[src/rtl/daq_link_adapter.sv]
// DAQ link adapter: buffers the event word stream in a FIFO, drains it to the DAQ link and tracks event framing.
// Optional build macro DAQ_TRAILER_LEN_EN stamps the event word count into trailer bits [51:32].
module daq_link_adapter #(
    parameter int DEPTH_LOG2 = 4
) (
    input  logic        clk,
    input  logic        rst_n,
    input  logic [63:0] in_data,
    input  logic        in_header,
    input  logic        in_trailer,
    input  logic        in_valid,
    output logic        in_ready,
    output logic [63:0] link_data,
    output logic        link_header,
    output logic        link_trailer,
    output logic        link_we,
    input  logic        link_almost_full,
    input  logic        link_ready,
    output logic [31:0] evt_count,
    output logic [19:0] last_evt_words,
    output logic        proto_err,
    input  logic        err_clr
);

    localparam logic [DEPTH_LOG2:0]   DEPTH_C = {1'b1, {DEPTH_LOG2{1'b0}}};
    localparam logic [DEPTH_LOG2:0]   CNT_ONE = {{DEPTH_LOG2{1'b0}}, 1'b1};
    localparam logic [DEPTH_LOG2-1:0] PTR_ONE = {{(DEPTH_LOG2-1){1'b0}}, 1'b1};

    typedef enum logic [0:0] {
        OUT_EVT = 1'b0,
        IN_EVT  = 1'b1
    } state_t;

    logic [65:0]           mem_q [(1 << DEPTH_LOG2)];
    logic [DEPTH_LOG2-1:0] wr_ptr_q, rd_ptr_q;
    logic [DEPTH_LOG2:0]   cnt_q, cnt_d;
    logic                  in_ready_q;
    logic                  af_q, lrdy_q;
    state_t                state_q, state_d;
    logic [19:0]           word_cnt_q, word_cnt_d, cnt_inc_s;
    logic [19:0]           last_q, last_d;
    logic [31:0]           evt_q, evt_d;
    logic                  perr_q, perr_d;
    logic [63:0]           link_data_q;
    logic                  link_header_q, link_trailer_q, link_we_q;
    logic                  acc_s, wr_s, pop_s, set_err_s;
    logic [63:0]           wr_word_s;

    // Framing decisions for the accepted word: write/drop, error, counters.
    always_comb begin
        acc_s      = in_valid && in_ready_q;
        state_d    = state_q;
        word_cnt_d = word_cnt_q;
        last_d     = last_q;
        evt_d      = evt_q;
        set_err_s  = 1'b0;
        wr_s       = 1'b0;
        wr_word_s  = in_data;
        cnt_inc_s  = (word_cnt_q == 20'hFFFFF) ? word_cnt_q : word_cnt_q + 20'd1;
        if (acc_s) begin
            if (in_header && in_trailer) begin
                set_err_s = 1'b1;
            end else if (in_header) begin
                wr_s       = 1'b1;
                word_cnt_d = 20'd1;
                state_d    = IN_EVT;
                if (state_q == IN_EVT) begin
                    set_err_s = 1'b1;
                end else begin
                    set_err_s = 1'b0;
                end
            end else begin
                case (state_q)
                    OUT_EVT: begin
                        set_err_s = 1'b1;
                    end
                    IN_EVT: begin
                        wr_s = 1'b1;
                        if (in_trailer) begin
                            last_d     = cnt_inc_s;
                            evt_d      = evt_q + 32'd1;
                            word_cnt_d = cnt_inc_s;
                            state_d    = OUT_EVT;
`ifdef DAQ_TRAILER_LEN_EN
                            wr_word_s[51:32] = cnt_inc_s;
`else
                            wr_word_s = in_data;
`endif
                        end else begin
                            word_cnt_d = cnt_inc_s;
                        end
                    end
                    default: begin
                        set_err_s = 1'b1;
                        state_d   = OUT_EVT;
                    end
                endcase
            end
        end else begin
            wr_s = 1'b0;
        end
        // Setting the error outranks a simultaneous clear.
        if (set_err_s) begin
            perr_d = 1'b1;
        end else if (err_clr) begin
            perr_d = 1'b0;
        end else begin
            perr_d = perr_q;
        end
    end

    // FIFO occupancy; pops see only entries written on an earlier cycle.
    always_comb begin
        pop_s = (cnt_q != {(DEPTH_LOG2+1){1'b0}}) && lrdy_q && !af_q;
        case ({wr_s, pop_s})
            2'b10:   cnt_d = cnt_q + CNT_ONE;
            2'b01:   cnt_d = cnt_q - CNT_ONE;
            default: cnt_d = cnt_q;
        endcase
    end

    // FIFO storage, no reset needed since occupancy gates every read.
    always_ff @(posedge clk) begin
        if (wr_s) begin
            mem_q[wr_ptr_q] <= {in_header, in_trailer, wr_word_s};
        end
    end

    // FIFO pointers, registered link-side inputs and link output register.
    always_ff @(posedge clk or negedge rst_n) begin
        if (!rst_n) begin
            wr_ptr_q       <= {DEPTH_LOG2{1'b0}};
            rd_ptr_q       <= {DEPTH_LOG2{1'b0}};
            cnt_q          <= {(DEPTH_LOG2+1){1'b0}};
            in_ready_q     <= 1'b0;
            af_q           <= 1'b1;
            lrdy_q         <= 1'b0;
            link_data_q    <= 64'd0;
            link_header_q  <= 1'b0;
            link_trailer_q <= 1'b0;
            link_we_q      <= 1'b0;
        end else begin
            cnt_q      <= cnt_d;
            in_ready_q <= (cnt_d != DEPTH_C);
            af_q       <= link_almost_full;
            lrdy_q     <= link_ready;
            link_we_q  <= pop_s;
            if (wr_s) begin
                wr_ptr_q <= wr_ptr_q + PTR_ONE;
            end
            if (pop_s) begin
                rd_ptr_q       <= rd_ptr_q + PTR_ONE;
                link_data_q    <= mem_q[rd_ptr_q][63:0];
                link_header_q  <= mem_q[rd_ptr_q][65];
                link_trailer_q <= mem_q[rd_ptr_q][64];
            end
        end
    end

    // Framing state machine and status counters.
    always_ff @(posedge clk or negedge rst_n) begin
        if (!rst_n) begin
            state_q    <= OUT_EVT;
            word_cnt_q <= 20'd0;
            last_q     <= 20'd0;
            evt_q      <= 32'd0;
            perr_q     <= 1'b0;
        end else begin
            state_q    <= state_d;
            word_cnt_q <= word_cnt_d;
            last_q     <= last_d;
            evt_q      <= evt_d;
            perr_q     <= perr_d;
        end
    end

    assign in_ready       = in_ready_q;
    assign link_data      = link_data_q;
    assign link_header    = link_header_q;
    assign link_trailer   = link_trailer_q;
    assign link_we        = link_we_q;
    assign evt_count      = evt_q;
    assign last_evt_words = last_q;
    assign proto_err      = perr_q;

endmodule

[config.mk]
export PLATFORM = sky130hd
export DESIGN_NAME = daq_link_adapter
export DESIGN_NICKNAME = d
export VERILOG_FILES = /design/src/rtl/daq_link_adapter.sv
export SDC_FILE = /design/constraint.sdc
export NUM_CORES = 1
export LEC_CHECK = 0
export BUFFER_PORTS_ARGS = -buffer_cell sky130_fd_sc_hd__buf_4
export CORE_MARGIN = 10
export CORE_UTILIZATION = 50
export DETAILED_ROUTE_END_ITERATION = 7
export GPL_ROUTABILITY_DRIVEN = 0
export PLACE_DENSITY = 0.67
export SYNTH_ARGS = -nofsm -noshare
export SYNTH_HDL_FRONTEND = slang
export SYNTH_SLANG_ARGS = --single-unit
[constraint.sdc]
create_clock -name clk -period 8.3 [get_ports clk]
set_clock_uncertainty 0.05 [all_clocks]
set_input_delay 1.245 -clock clk [delete_from_list [all_inputs] [get_ports clk]]
set_output_delay 1.245 -clock clk [all_outputs]
set_load 0.01 [all_outputs]
==> results.py, run 1 <==
metrics = {
    "floorplanning": {
        "dieHeight_um": 325,
        "start_util_pct": 50.5,
        "design.core.area_mm2": 0.0919,
        "io_pins": 193,
        "die_x_um": 325,
        "row_count": 111,
        "design.die.area_mm2": 0.105,
    },
    "worst_setup_path": {
        "critPathLaunchType": "primary input",
        "cp.depth": 8,
        "crit_fanout": 40,
        "critPathTopFamily": "buffers and inverters",
        "slowest_stage": "buf_4",
        "r2r_cells": 10,
        "crit_type": "in -> reg",
        "crit_end": "mem_q[1][44]",
        "rr_startpoint": "cnt_q[0]",
        "r2r_end": "in_ready",
        "crit_path_start": "in_header",
        "crit_arrival_ps": 4300,
        "crit_chain": "buf_4, nand2b_1, a21oi_2, buf_4, clkinv_1, nor3_1, and2_4, buf_4",
        "crit_path_end_kind": "register",
        "path_buf_inv": 4,
        "max_stage_delay_ps": 640,
        "cp_common_cell": "buf_4",
        "required_ps": 8550,
        "ff2ff_setup_slack_ps": 4300,
    },
    "global_routing": {
        "antenna_found_initial": 5,
        "gr-total-overflow": 0,
        "grt_max_degree": 95,
        "grt_pass1_wl_um": 153000,
        "first_global_vias": 24000,
        "grtUsageTotal_pct": 18.9,
    },
    "route": {
        "final_antenna_net_count": 0,
        "drt-initial-drc-count": 1918,
        "drt_wl_total_um": 100000,
        "via_count": 22300,
        "first_pass_iters": 5,
        "wl_per_cell_um": 26.5,
        "viasPerCell": 5.90,
        "drcViolationCount": 0,
    },
    "power": {
        "finalPower_uw": 17100,
        "max-vdd-ir-drop_v": 0.000234,
        "leakage_uw": 0.0181,
        "powerDensity_mw_per_mm2": 319,
    },
    "sta": {
        "fin_crit_ps": 4050,
        "rsz0062_at_grt": "false",
        "fin_crit_sh_pct": 48.8,
        "max_slew_margin_pct": 23.7,
        "worstMarginPinSlew_ps": 1140,
        "fin_setup_tns_ps": 0,
        "hold-worst-slack_ps": 429,
        "fmax_mhz": 247,
        "drv_slew": 0,
        "finalSetupViolations": 0,
        "layout_setup_ws_ps": 4250,
        "finalHoldViolCount": 0,
    },
    "synth": {
        "ys_seq_area_share_pct": 76.7,
        "synth_cells": 2204,
        "yosys_warnings": 0,
        "avgSynthCellArea_um2": 21.1,
        "post_synth_num_cell_types": 58,
        "netlist_area_mm2": 0.0464,
        "ys_ff_latch": 1213,
        "synth_edf_count": 1056,
        "synthArstFlopShare_pct": 12.9,
        "syn-num-nets": 2288,
        "synth_top_flop_cell": "edfxtp_1",
    },
    "run_status": {
        "outcome": "completed",
    },
    "cells_and_area": {
        "drive_gt1_share_pct": 27.8,
        "final_nets": 2515,
        "n_fill_cell": 6710,
        "syn2layout_area_growth_pct": 14.9,
        "final-seq-area_mm2": 0.0357,
        "multi_input_area_mm2": 0.0104,
    },
    "worst_hold_path": {
        "hp-class": "reg -> reg",
    },
    "clock_network": {
        "cts-root-buf": "clkbuf_16",
        "cts.htree.levels": 3,
        "cts.sinks": 1213,
        "post_cts_buffers": 0,
        "cts_tree": "done",
        "cts-buffers-inserted": 117,
        "cts.path.max_buffers": 3,
        "clk_latency_ps": 680,
        "worst_setup_hold_path_clk_slew_ps": 60,
        "ctsResizeCount": 0,
        "postCtsHoldBufs": 0,
    },
    "job": {
        "maxCapViolCount": 0,
    },
    "placed_design": {
        "portBuffers": 192,
        "hpwl_um": 55500,
        "dp_slack_ps": 3580,
    },
}
## worst min path at each step
stage	startpoint	end	slack, ps	cells past startpoint
after global placement	evt_count[31]	evt_count[31]	410	1
final	evt_count[31]	evt_count[31]	430	1
after global routing	evt_count[31]	evt_count[31]	440	1
after CTS	evt_count[31]	evt_count[31]	430	1
after detailed placement	evt_count[31]	evt_count[31]	420	1
after floorplan	cnt_q[4]	cnt_q[4]	410	1
## report_power, final
group / internal [uW] / leakage (uW) / switching [uW] / total (uW)
Clock: 3350 / 0.00200 / 2220 / 5570
Sequential: 7170 / 0.0115 / 453 / 7620
Combinational: 1910 / 0.00454 / 1950 / 3860
## metal layers
layer | share of wire [%] | track usage (%) | wire length, um
met1 | 40 | 24.3 | 40400
met2 | 51 | 31.9 | 50700
met3 | 6.1 | 3.97 | 6120
met4 | 2.7 | 6.23 | 2740
met5 | 0.054 | 0 | 54
## logic make-up (layout without fill, tap and decap cells)
family                     Yosys count  count (layout)  share of synthesized area [%]
muxes                              402             402                           15.8
adders and majority gates           12              12                          0.339
and+or+nand+nor                    250             250                           2.63
xor gates and xnor gates            55              55                           1.04
other                                0               1                              0
DFF                               1213            1213                           76.7
AOI/OAI and AO/OA                  150             150                           2.35
buffers and inverters              122             450                           1.13
## metrics by stage
| stage | cell area, um^2 | instances | utilization, % |
|---|---|---|---|
| detailed placement | 49300 | 3555 | 53.6 |
| global placement | 49300 | 3555 | 53.6 |
| global route | 53400 | 3776 | 58.1 |
| CTS | 53400 | 3775 | 58.1 |
| floorplan | 46400 | 2204 | - |
| finish | 53400 | 3776 | 58.1 |
## sequential cells by signal, indices dropped and copies added, names as in the netlist, 4 cells and up
signal and flops:
word_cnt_q 20, mem_q 1056, last_evt_words 20, cnt_q 5, link_data 64, wr_ptr_q 4
rd_ptr_q 4, evt_count 32
## cell type report
type	count	share of cell area, %
Sequential cell	1213	66.8
Clock inverter	66	1.61
Tap cell	1243	2.91
Antenna cell	1	0.00469
Clock buffer	154	6.03
Inverter	9	0.0633
Multi-Input combinational cell	869	19.4
Timing Repair Buffer	221	3.19
## cells in the final DEF (no fill, tap or decap), types with 3 or more instances in the layout
master         n
a31oi_1        9
o21ai_0       30
clkbuf_8      10
o221ai_1      66
bufinv_16     20
a21oi_1       20
ha_1          11
and2_4         8
nor2_1        27
and4_4         4
buf_12         3
xor2_1        14
dfrtp_1      153
nand2b_1       7
inv_1          7
buf_4        217
and4_1         4
and3_1        10
clkbuf_1      25
nand3_1       18
a21o_1         5
clkbuf_16    120
a22o_1         5
nand2_1      123
mux4_2       264
and3_4         4
nor3_1        10
edfxtp_1    1056
clkinv_2      23
mux2i_1      137
xnor2_1       41
clkinv_1      14
dfrtp_4        3
nand4_1       12
clkinvlp_4     5
nor2b_1        3
## synth_stat cells (3+ instances only)
cell type,count,area [um^2]
edfxtp_1,1056,31700
mux4_2,264,5950
dfrtp_1,156,3900
mux2i_1,137,1370
nand2_1,124,465
o221ai_1,66,578
clkbuf_1,56,210
buf_2,46,230
xnor2_1,41,359
o21ai_0,30,150
nor2_1,27,101
a21oi_1,21,105
nand3_1,18,90.1
and3_1,14,87.6
xor2_1,14,123
nand4_1,12,75.1
ha_1,11,138
and2_1,10,62.6
nor3_1,10,50.1
a31oi_1,9,56.3
and4_1,8,70.1
buf_1,8,30.0
nand2b_1,8,50.1
inv_1,7,26.3
a21o_1,5,37.5
a22o_1,5,43.8
buf_4,3,22.5
nor2b_1,3,18.8
No activity file was read; power rests on OpenSTA's default activity.
==> run 2, diff against run 1 <==
Settings changed: ABC_AREA from default to 1.
Clock period 8.3 ns to 4.17 ns, I/O delays scaled along.
==> run 2 against run 1 <==
Against the previous run:
- setup slack worse by 3200 ps
- count of clock-buffer cells in the layout is 2 higher
- hold slack worse by 370 ps
- largest cell class unchanged
- highest routed layer unchanged
==> results.py, run 2 <==
metrics = {
    "cells_and_area": {
        "final_nets": 4606,
        "largest_reg_flops": 1056,
        "drive_gt1_share_pct": 11.0,
        "largest-register": "mem_q",
        "fin_area_mm2": 0.0563,
        "syn2layout_area_growth_pct": 13.1,
        "n_fill_cell": 8071,
        "final_util_pct": 57.1,
        "layout_common_cells": "nand2_1 (1,796), edfxtp_1 (1,056), nand3_1 (800)",
        "layout_commonest_cell": "nand2_1",
    },
    "sta": {
        "rsz0062_at_grt": "false",
        "fmax_mhz": 323,
        "worstMarginPinSlew_ps": 1130,
        "finalHoldViolCount": 0,
        "fin_crit_ps": 3090,
        "drv_slew": 0,
        "finalSetupViolations": 0,
        "max_slew_margin_pct": 24.6,
        "fin_setup_tns_ps": 0,
        "fin_crit_sh_pct": 74.1,
    },
    "route": {
        "wl_per_cell_um": 21.6,
        "final_antenna_net_count": 0,
        "drt_wl_total_um": 128000,
        "drcViolationCount": 0,
        "via_count": 32800,
        "viasPerCell": 5.54,
        "first_pass_iters": 5,
        "drt-initial-drc-count": 3614,
    },
    "worst_setup_path": {
        "slowest_stage": "inv_4",
        "required_ps": 4700,
        "crit_arrival_ps": 3620,
        "crit_type": "reg -> reg",
        "crit_chain": "nor2_1, nand3_1, nand3_4, inv_4, ha_1, ha_1, a21oi_1, nand3_1, nand3_1, nand2_1, nor2_1, nand3_1",
        "cp.depth": 12,
        "critPathLaunchType": "register",
        "max_stage_delay_ps": 490,
        "critPathTopFamily": "simple AND/OR/NAND/NOR gates",
        "cp_common_cell": "nand3_1",
        "crit_path_end_kind": "register",
        "r2r_cells": 12,
        "path_buf_inv": 1,
        "crit_fanout": 32,
    },
    "floorplanning": {
        "start_util_pct": 50.5,
        "design.core.area_mm2": 0.0986,
        "row_count": 115,
        "die_x_um": 336,
        "io_pins": 193,
        "dieHeight_um": 336,
        "design.die.area_mm2": 0.113,
    },
    "run_status": {
        "outcome": "completed",
    },
    "worst_hold_path": {
        "min_path_cells": 2,
        "hp-class": "in -> reg",
    },
    "global_routing": {
        "antenna_found_initial": 3,
        "grt_max_degree": 189,
        "grt_pass1_wl_um": 195000,
        "first_global_vias": 31900,
        "grtUsageTotal_pct": 22.3,
        "gr-total-overflow": 0,
    },
    "synth": {
        "syn-num-nets": 4462,
        "avgSynthCellArea_um2": 11.4,
        "post_synth_num_cell_types": 41,
        "synth_common_cells": "nand2_1 (1,796), edfxtp_1 (1,056), nand3_1 (801)",
        "ys_ff_latch": 1213,
        "netlist_area_mm2": 0.0498,
        "synth_cells": 4378,
        "ys_seq_area_share_pct": 71.6,
        "synthArstFlopShare_pct": 12.9,
        "synth_largest_area_cell": "edfxtp_1",
        "yosysMostFrequentCell": "nand2_1",
        "yosysTopAreaCellShare_pct": 63.7,
        "synth_top_flop_cell": "edfxtp_1",
        "synth.area.top_cells": "edfxtp_1 (64%), nand2_1 (14%), nand3_1 (8.1%)",
        "yosys_warnings": 0,
        "synth_edf_count": 1056,
    },
    "power": {
        "powerDensity_mw_per_mm2": 659,
        "max-vdd-ir-drop_v": 0.000918,
        "finalPower_uw": 37100,
        "leakage_uw": 0.0217,
    },
    "job": {
        "maxCapViolCount": 0,
    },
    "clock_network": {
        "cts.path.max_buffers": 3,
        "clk_latency_ps": 710,
        "cts-buffers-inserted": 121,
        "cts-root-buf": "clkbuf_16",
        "worst_setup_hold_path_clk_slew_ps": 60,
        "ctsResizeCount": 0,
        "cts_tree": "done",
        "cts.htree.levels": 3,
        "cts.sinks": 1213,
    },
    "placed_design": {
        "hpwl_um": 73100,
        "place_area_mm2": 0.0524,
        "portBuffers": 192,
    },
}
==> run 2: changes by cell type in the layout (fill, tap and decap cells not counted), sizes merged, moves of 39 or more <==
cell,delta
o221ai,-66
inv,+60
nor2,+84
mux2i,-136
nand3,+786
mux4,-264
buf,+39
nand2,+1680
==> run 2: stage by stage <==
stage               hold WS [ps]  instances  setup slack, ps
CTS                         21.0       5915             1110
global placement             415       5683              820
detailed placement           417       5683              857
global route                47.4       5917              853
finish                      63.3       5917             1080
floorplan                    280       4378             -409
==> run 2: worst paths after layout <==
path	start	end	slack, ps
max	cnt_q[0]	in_ready	1080
min	err_clr	proto_err	60
max reg2reg	cnt_q[0]	in_ready	1080
min reg2reg	link_data[10]	link_data[10]	430
max in group asynchronous	rst_n	rd_ptr_q[1]	2740
min in group asynchronous	rst_n	link_data[60]	410
==> run 2: area by class of cell <==
type                    count  area [um^2]  area share, %
diodes                      2         5.00        0.00889
clock buffers             156         3210           5.71
clock inverters            73          612           1.09
inverters                  67          285          0.507
multi-input cells        2856        12500           22.2
flip-flops and latches   1213        35700           63.4
well taps                1287         1610           2.86
repair buffers            263         2390           4.24
==> run 2: report_power, final <==
part / total (uW) / switching, uW / internal (uW)
clock: 10500 / 4620 / 5880
combinational: 11700 / 8210 / 3470
sequential: 14900 / 628 / 14300
==> run 2: repair_timing <==
item | in CTS | in global routing
buffers inserted | 0 | 0
endpoints found under the hold margin | 75 | 0
hold buffers | 3 | 0
==> run 2: kinds of logic (layout without fill, tap and decap cells) <==
family          Yosys count  in the layout  share of synthesized area, %
fa+ha+maj                12             12                         0.317
flops                  1213           1213                          71.6
buf+inv                 309            559                          3.54
other cells               0              2                             0
mux                       1              1                        0.0201
xor+xnor                 38             38                         0.669
simple gates           2738           2738                          23.1
compound gates           67             67                         0.784
==> run 2: routing by layer <==
metal	up-vias	track usage [%]	routed length [um]
li1	15300	-	-
met1	16000	29.9	52900
met2	1257	37.1	62200
met3	209	3.28	8830
met4	2	7.51	4010
met5	-	0	20
